[src/rtl/fixedpoint_pkg.sv]
// Shared definitions for the fixed-point arithmetic blocks (add/sub/mul/div).
//   - default operand widths and the width-derivation helpers
//   - div FSM state enum
//   - saturation constants max_pos / max_neg for any operand width up to MaxWidth
package fixedpoint_pkg;

    localparam int unsigned DefWholeWidth    = 16;
    localparam int unsigned DefFractionWidth = 16;
    localparam int unsigned MaxWidth         = 64;

    typedef enum logic [1:0] {
        StIdle,
        StCalc,
        StDone
    } div_state_e;

    // Operand width W.
    function automatic int unsigned op_width(int unsigned whole_w, int unsigned frac_w);
        return whole_w + frac_w;
    endfunction

    // Division iteration count N: the dividend is pre-scaled by 2^frac_w.
    function automatic int unsigned iter_count(int unsigned whole_w, int unsigned frac_w);
        return whole_w + 2 * frac_w;
    endfunction

    // Largest positive two's complement value of width w, in the low w bits.
    function automatic logic [MaxWidth-1:0] max_pos(int unsigned w);
        return (MaxWidth'(1) << (w - 1)) - MaxWidth'(1);
    endfunction

    // Most negative two's complement value of width w, in the low w bits.
    function automatic logic [MaxWidth-1:0] max_neg(int unsigned w);
        return ~max_pos(w);
    endfunction

endpackage

[src/rtl/div_step.sv]
// One radix-2 restoring division step (purely combinational).
// Ports:
//   rem_i  partial remainder (always < den_i)
//   bit_i  next numerator bit shifted in
//   den_i  divisor magnitude
//   rem_o  updated partial remainder
//   q_o    quotient bit produced by this step
module div_step #(
    parameter int unsigned Width = 32
) (
    input  logic [Width-1:0] rem_i,
    input  logic             bit_i,
    input  logic [Width-1:0] den_i,
    output logic [Width-1:0] rem_o,
    output logic             q_o
);

    logic [Width:0]   trial;
    logic [Width-1:0] diff;

    always_comb begin
        trial = {rem_i, bit_i};
        q_o   = (trial >= {1'b0, den_i});
        // When the subtraction happens the true difference is < den_i, so W bits suffice.
        diff  = trial[Width-1:0] - den_i;
        rem_o = q_o ? diff : trial[Width-1:0];
    end

endmodule

[src/rtl/div.sv]
// Sequential signed fixed-point divider: quotient = valueOne / valueTwo.
// Restoring division over magnitudes, one quotient bit per clock, saturating on overflow
// and on divide-by-zero.
// Ports:
//   clock, reset     rising-edge clock, asynchronous active-high reset
//   calculate_en     start request, sampled only while idle
//   valueOne         dividend, signed Q(wholeWidth).(fractionWidth)
//   valueTwo         divisor, same format
//   quotient         signed result, held until the next completion
//   valid            one-cycle completion pulse
//   busy             high from accept until valid rises
//   divByZero        valid-qualified: divisor was zero
//   overflow         valid-qualified: result saturated for a non-zero divisor
// Build option: define DIV_ROUND_EN to round the magnitude to nearest (ties away from
// zero) using one extra guard iteration.
module div
    import fixedpoint_pkg::*;
#(
    parameter int unsigned wholeWidth    = DefWholeWidth,
    parameter int unsigned fractionWidth = DefFractionWidth
) (
    input  logic                                clock,
    input  logic                                reset,
    input  logic                                calculate_en,
    input  logic [wholeWidth+fractionWidth-1:0] valueOne,
    input  logic [wholeWidth+fractionWidth-1:0] valueTwo,
    output logic [wholeWidth+fractionWidth-1:0] quotient,
    output logic                                valid,
    output logic                                busy,
    output logic                                divByZero,
    output logic                                overflow
);

    localparam int unsigned W = op_width(wholeWidth, fractionWidth);
    localparam int unsigned N = iter_count(wholeWidth, fractionWidth);
`ifdef DIV_ROUND_EN
    localparam int unsigned Iters = N + 1;
`else
    localparam int unsigned Iters = N;
`endif
    localparam int unsigned CntW = $clog2(Iters + 1);

    localparam logic [W-1:0] MaxPos    = W'(max_pos(W));
    localparam logic [W-1:0] MaxNeg    = W'(max_neg(W));
    localparam logic [N:0]   MagPosLim = {{(N + 2 - W){1'b0}}, {(W - 1){1'b1}}};
    localparam logic [N:0]   MagNegLim = MagPosLim + (N + 1)'(1);

    div_state_e       state_q;
    logic [Iters-1:0] num_q;
    logic [Iters-1:0] quo_q;
    logic [W-1:0]     den_q;
    logic [W-1:0]     rem_q;
    logic [CntW-1:0]  cnt_q;
    logic             neg_q;
    logic             one_neg_q;
    logic             one_zero_q;
    logic             dz_q;
    logic             dz_wait_q;

    logic [W-1:0] mag_one;
    logic [W-1:0] mag_two;
    logic [W-1:0] step_rem;
    logic         step_q;
    logic [N:0]   mag;
    logic [W-1:0] sat_quo;
    logic         sat_ovf;

    // Unsigned W-bit magnitude: the most negative operand maps to 2^(W-1) without wrapping.
    always_comb begin
        mag_one = valueOne[W-1] ? (~valueOne + W'(1)) : valueOne;
        mag_two = valueTwo[W-1] ? (~valueTwo + W'(1)) : valueTwo;
    end

    div_step #(
        .Width (W)
    ) u_step (
        .rem_i (rem_q),
        .bit_i (num_q[Iters-1]),
        .den_i (den_q),
        .rem_o (step_rem),
        .q_o   (step_q)
    );

    // Round (optional), apply sign, saturate.
    always_comb begin
`ifdef DIV_ROUND_EN
        // Guard bit set means the discarded fraction is >= 1/2.
        mag = {1'b0, quo_q[Iters-1:1]} + {{N{1'b0}}, quo_q[0]};
`else
        mag = {1'b0, quo_q};
`endif
        sat_ovf = 1'b0;
        if (neg_q) begin
            if (mag > MagNegLim) begin
                sat_quo = MaxNeg;
                sat_ovf = 1'b1;
            end else begin
                sat_quo = ~mag[W-1:0] + W'(1);
            end
        end else begin
            if (mag > MagPosLim) begin
                sat_quo = MaxPos;
                sat_ovf = 1'b1;
            end else begin
                sat_quo = mag[W-1:0];
            end
        end
    end

    always_ff @(posedge clock or posedge reset) begin
        if (reset) begin
            state_q    <= StIdle;
            num_q      <= '0;
            quo_q      <= '0;
            den_q      <= '0;
            rem_q      <= '0;
            cnt_q      <= '0;
            neg_q      <= 1'b0;
            one_neg_q  <= 1'b0;
            one_zero_q <= 1'b0;
            dz_q       <= 1'b0;
            dz_wait_q  <= 1'b0;
            quotient   <= '0;
            valid      <= 1'b0;
            busy       <= 1'b0;
            divByZero  <= 1'b0;
            overflow   <= 1'b0;
        end else begin
            unique case (state_q)
                StIdle: begin
                    valid <= 1'b0;
                    if (calculate_en) begin
                        busy       <= 1'b1;
                        num_q      <= {mag_one, {(Iters - W){1'b0}}};
                        den_q      <= mag_two;
                        rem_q      <= '0;
                        quo_q      <= '0;
                        cnt_q      <= '0;
                        neg_q      <= valueOne[W-1] ^ valueTwo[W-1];
                        one_neg_q  <= valueOne[W-1];
                        one_zero_q <= (valueOne == '0);
                        if (valueTwo == '0) begin
                            dz_q      <= 1'b1;
                            dz_wait_q <= 1'b1;
                            state_q   <= StDone;
                        end else begin
                            dz_q    <= 1'b0;
                            state_q <= StCalc;
                        end
                    end
                end
                StCalc: begin
                    rem_q <= step_rem;
                    num_q <= num_q << 1;
                    quo_q <= {quo_q[Iters-2:0], step_q};
                    cnt_q <= cnt_q + CntW'(1);
                    if (cnt_q == CntW'(Iters - 1)) begin
                        state_q <= StDone;
                    end
                end
                StDone: begin
                    // Divide-by-zero lingers one cycle here so valid lands two cycles after accept.
                    if (dz_wait_q) begin
                        dz_wait_q <= 1'b0;
                    end else begin
                        valid   <= 1'b1;
                        busy    <= 1'b0;
                        state_q <= StIdle;
                        if (dz_q) begin
                            quotient  <= one_zero_q ? '0 : (one_neg_q ? MaxNeg : MaxPos);
                            divByZero <= 1'b1;
                            overflow  <= 1'b0;
                        end else begin
                            quotient  <= sat_quo;
                            divByZero <= 1'b0;
                            overflow  <= sat_ovf;
                        end
                    end
                end
                default: begin
                    state_q <= StIdle;
                end
            endcase
        end
    end

endmodule
[config.mk]
export PLATFORM = sky130hd
export DESIGN_NAME = div
export DESIGN_NICKNAME = d
export VERILOG_FILES = /design/src/rtl/fixedpoint_pkg.sv /design/src/rtl/div_step.sv /design/src/rtl/div.sv
export SDC_FILE = /design/constraint.sdc
export NUM_CORES = 1
export LEC_CHECK = 0
export ABC_AREA = 0
export BUFFER_PORTS_ARGS = -buffer_cell sky130_fd_sc_hd__buf_4
export CORE_MARGIN = 4
export CORE_UTILIZATION = 54
export CTS_BUF_LIST = sky130_fd_sc_hd__clkbuf_2 sky130_fd_sc_hd__clkbuf_4 sky130_fd_sc_hd__clkbuf_8
export DETAILED_ROUTE_END_ITERATION = 8
export PLACE_DENSITY = 0.76
export SETUP_SLACK_MARGIN = 0.4
export SLEW_MARGIN = 20
export SYNTH_ARGS = -nofsm -noshare
export SYNTH_HDL_FRONTEND = slang
export SYNTH_SLANG_ARGS = --single-unit
[constraint.sdc]
create_clock -name clock -period 5.9 [get_ports clock]
set_input_delay 0.295 -clock clock [delete_from_list [all_inputs] [get_ports clock]]
set_output_delay 0.295 -clock clock [all_outputs]
set_load 0.01 [all_outputs]
==> flow_summary_export.csv <==
group,metric,value,unit
synthesis,synth_fp_nets,1417,
clocking,post-cts-setup-buffers,0,
global_route,grt_max_degree,87,
global_route,antenna_found_initial,0,
synthesis,synth_area_leaders,"dfrtp_1, o21ai_0, xor2_1",
power,switching_share,0.482,
clocking,hold_buffers,1,
cells_and_area,regArea,4830,um2
setup_path,cp_max_fo,31,
place,hpwl,20.8,mm
clocking,root_buffer,"clkbuf_8",
setup_path,cp_data_arrival_time,3.76,ns
synthesis,synth_warnings,0,
routing,drt_iter0_markers,823,
routing,ant_nets,0,
cells_and_area,multi_input_area,6310,um2
synthesis,synth_area,11700,um2
power,netSwitchingPower,3.44,mW
synthesis,seq_area_frac_synth,0.414,
power,powerDensity,551,nW/um2
floorplanning,io-pin-count,103,
synthesis,ys.flop_type,"dfrtp_1",
cells_and_area,syn2layout_area_growth,11.1,%
clocking,cts.sinks,193,
power,power.internal,3.69,mW
synthesis,synth.most_common_cell,"dfrtp_1",
floorplanning,die_h,155,um
sta,min_period_over_period,0.577,
cells_and_area,fillers,1821,
synthesis,synth_top_area_share,0.414,
setup_path,startpoint_type,"flip-flop",
clocking,cts_tree,"yes",
routing,wire_per_inst,18.0,um
sta,setup_viol,0,
sta,grt_setup_unrepaired,"no",
clocking,cts_buffers,17,
place,port_buffers,102,
sta,tightest_slew,0.958,ns
cells_and_area,diodes,0,
synthesis,synth_seq_cells,193,
power,p_comb_frac,0.583,
place,gp_congestion,0.957,
global_route,gr-total-overflow,0,
setup_path,crit_required,6.25,ns
min_path,hp-class,"primary input to flip-flop",
cells_and_area,drive_above_1_share,0.136,
floorplanning,die_area,24000,um2
global_route,grt_first_pass_wirelength,50.4,mm
status,status,"finished clean",
clocking,ctsResizeCount,0,
sta,hold_viol_final,0,
floorplanning,row_count,53,
sta,maxClockFrequency,294,MHz
synthesis,synth.avg_cell_area,8.88,um2
sta,whs,0.0791,ns
sta,finClkSkew,0.0235,ns
sta,maxSlewViolCount,0,
floorplanning,start_util,0.551,
global_route,track_usage,0.252,
routing,vias,10199,
synthesis,async_flop_share,1.00,
synthesis,synth_edf_count,0,
synthesis,yosys.area.top_type,"dfrtp_1",
global_route,grt_pass1_vias,10023,
run,drv_cap,0,
power,p_seq_frac,0.296,
setup_path,setup.worst_path.end_class,"flip-flop",
synthesis,synthDistinctLibCells,75,
cells_and_area,finalNetCount,1464,
floorplanning,core,21200,um2
sta,fin_crit,3.40,ns
setup_path,criticalPathCategory,"flip-flop to flip-flop",
power,clkPwrFrac,0.121,
routing,dr.pass1.iters,8,
synthesis,synthCells,1313,
clocking,h-tree-depth,4,
sta,fin_tns_setup,0,ns
clocking,cts.path.max_buffers,2,
power,ir_drop,254,uV
clocking,clk_latency,0.49,ns
routing,wirelength,29.7,mm
power,p_leak,5.72,nW
sta,slew-limit-headroom,0.361,
clocking,clk_pin_slew,0.12,ns
routing,drcViolationCount,0,
synthesis,synthTopCellsByCount,"dfrtp_1, o21ai_0, nand2_1",
routing,viasPerCell,6.19,
floorplanning,die-width,155,um
[path summary, 6_finish.rpt]
kind,startpoint,to,slack (ns),depth (start not counted)
setup reg to reg,rem_q[10]$_DFFE_PP0P_,rem_q[5]$_DFFE_PP0P_,2.50,9
max in group asynchronous,reset,den_q[1]$_DFFE_PP0P_,4.52,4
hold reg to reg,den_q[6]$_DFFE_PP0P_,den_q[6]$_DFFE_PP0P_,0.49,2
hold / removal,valueOne[30],one_zero_q$_DFFE_PP0P_,0.08,4
setup / recovery,rem_q[10]$_DFFE_PP0P_,rem_q[5]$_DFFE_PP0P_,2.50,9
min in group asynchronous,reset,rem_q[21]$_DFFE_PP0P_,0.33,3
[cells by family after synthesis]
| logic type | share of synthesized area |
|---|---|
| compound gates | 0.254 |
| fa+ha+maj | 0.0403 |
| simple gates | 0.163 |
| mux | 0.0106 |
| flops | 0.414 |
| xor+xnor | 0.0706 |
| buf+inv | 0.0471 |
[metal layers]
metal,GRT usage,routed length [um]
met5,0,0
met4,0.0656,451
met3,0.0414,1810
met2,0.388,13400
met1,0.373,14000
[critical path, cell delays in order (launching register included)]
cell      delay [ns]
dfrtp_1         0.43
ha_1            0.46
and3_1          0.23
nand3_1         0.09
a211o_1         0.35
a31oi_1         0.32
nand2_1         0.12
o311a_2         0.58
buf_4           0.31
o311ai_0        0.37
[per-stage QoR]
| step | util | std cells | setup slack [ns] | cell area, um2 | total power [mW] |
|---|---|---|---|---|---|
| 6_report | 0.612 | 1648 | 2.50 | 13000 | 7.14 |
| 5_1_grt | 0.612 | 1648 | 2.27 | 13000 | 7.77 |
| 4_1_cts | 0.612 | 1648 | 2.24 | 12900 | 7.10 |
| 3_5_place_dp | 0.593 | 1615 | 2.28 | 12500 | 6.22 |
| 3_3_place_gp | 0.593 | 1615 | 2.39 | 12500 | 6.15 |
| 2_1_floorplan | - | 1313 | 2.97 | 11700 | 5.15 |
[power by group through the flow]
stage               registers (mW)  clock network [mW]  logic (mW)
floorplan                     2.05                   0        3.09
CTS                           2.10               0.880        4.12
global placement              2.12                   0        4.04
finish                        2.11               0.862        4.16
detailed placement            2.13                   0        4.09
global route                  2.17               0.935        4.66
[cell usage in the layout (no fill, tap or decap), types with 13 or more instances in the layout]
master and n:
inv_1 50, nand3_1 31, a32oi_1 13, xnor2_1 32
dfrtp_1 193, a22o_1 45, nand2_1 142, o22ai_1 14
nor4_1 16, ha_1 36, buf_4 115, nor2_1 68
a21oi_1 99, o31ai_1 20, clkbuf_8 18, a22oi_1 13
xor2_1 62, o21ai_0 151, nor3_1 19, o311ai_0 16
nand4_1 13
[registers in the layout (all words and copies together), names as in the netlist]
signal	count
state_q	2
divByZero	1
cnt_q	6
busy	1
quotient	32
neg_q	1
one_zero_q	1
dz_q	1
quo_q	48
overflow	1
rem_q	32
num_q	32
den_q	32
dz_wait_q	1
valid	1
one_neg_q	1
[final cells by class]
| class | instances | area share |
|---|---|---|
| Clock inverter | 14 | 0.0111 |
| Tap cell | 275 | 0.0266 |
| Clock buffer | 18 | 0.0191 |
| Sequential cell | 193 | 0.373 |
| Multi-Input combinational cell | 980 | 0.487 |
| Inverter | 51 | 0.0151 |
| Timing Repair Buffer | 117 | 0.0683 |
Note: power is estimated with default switching activity, not from simulation.
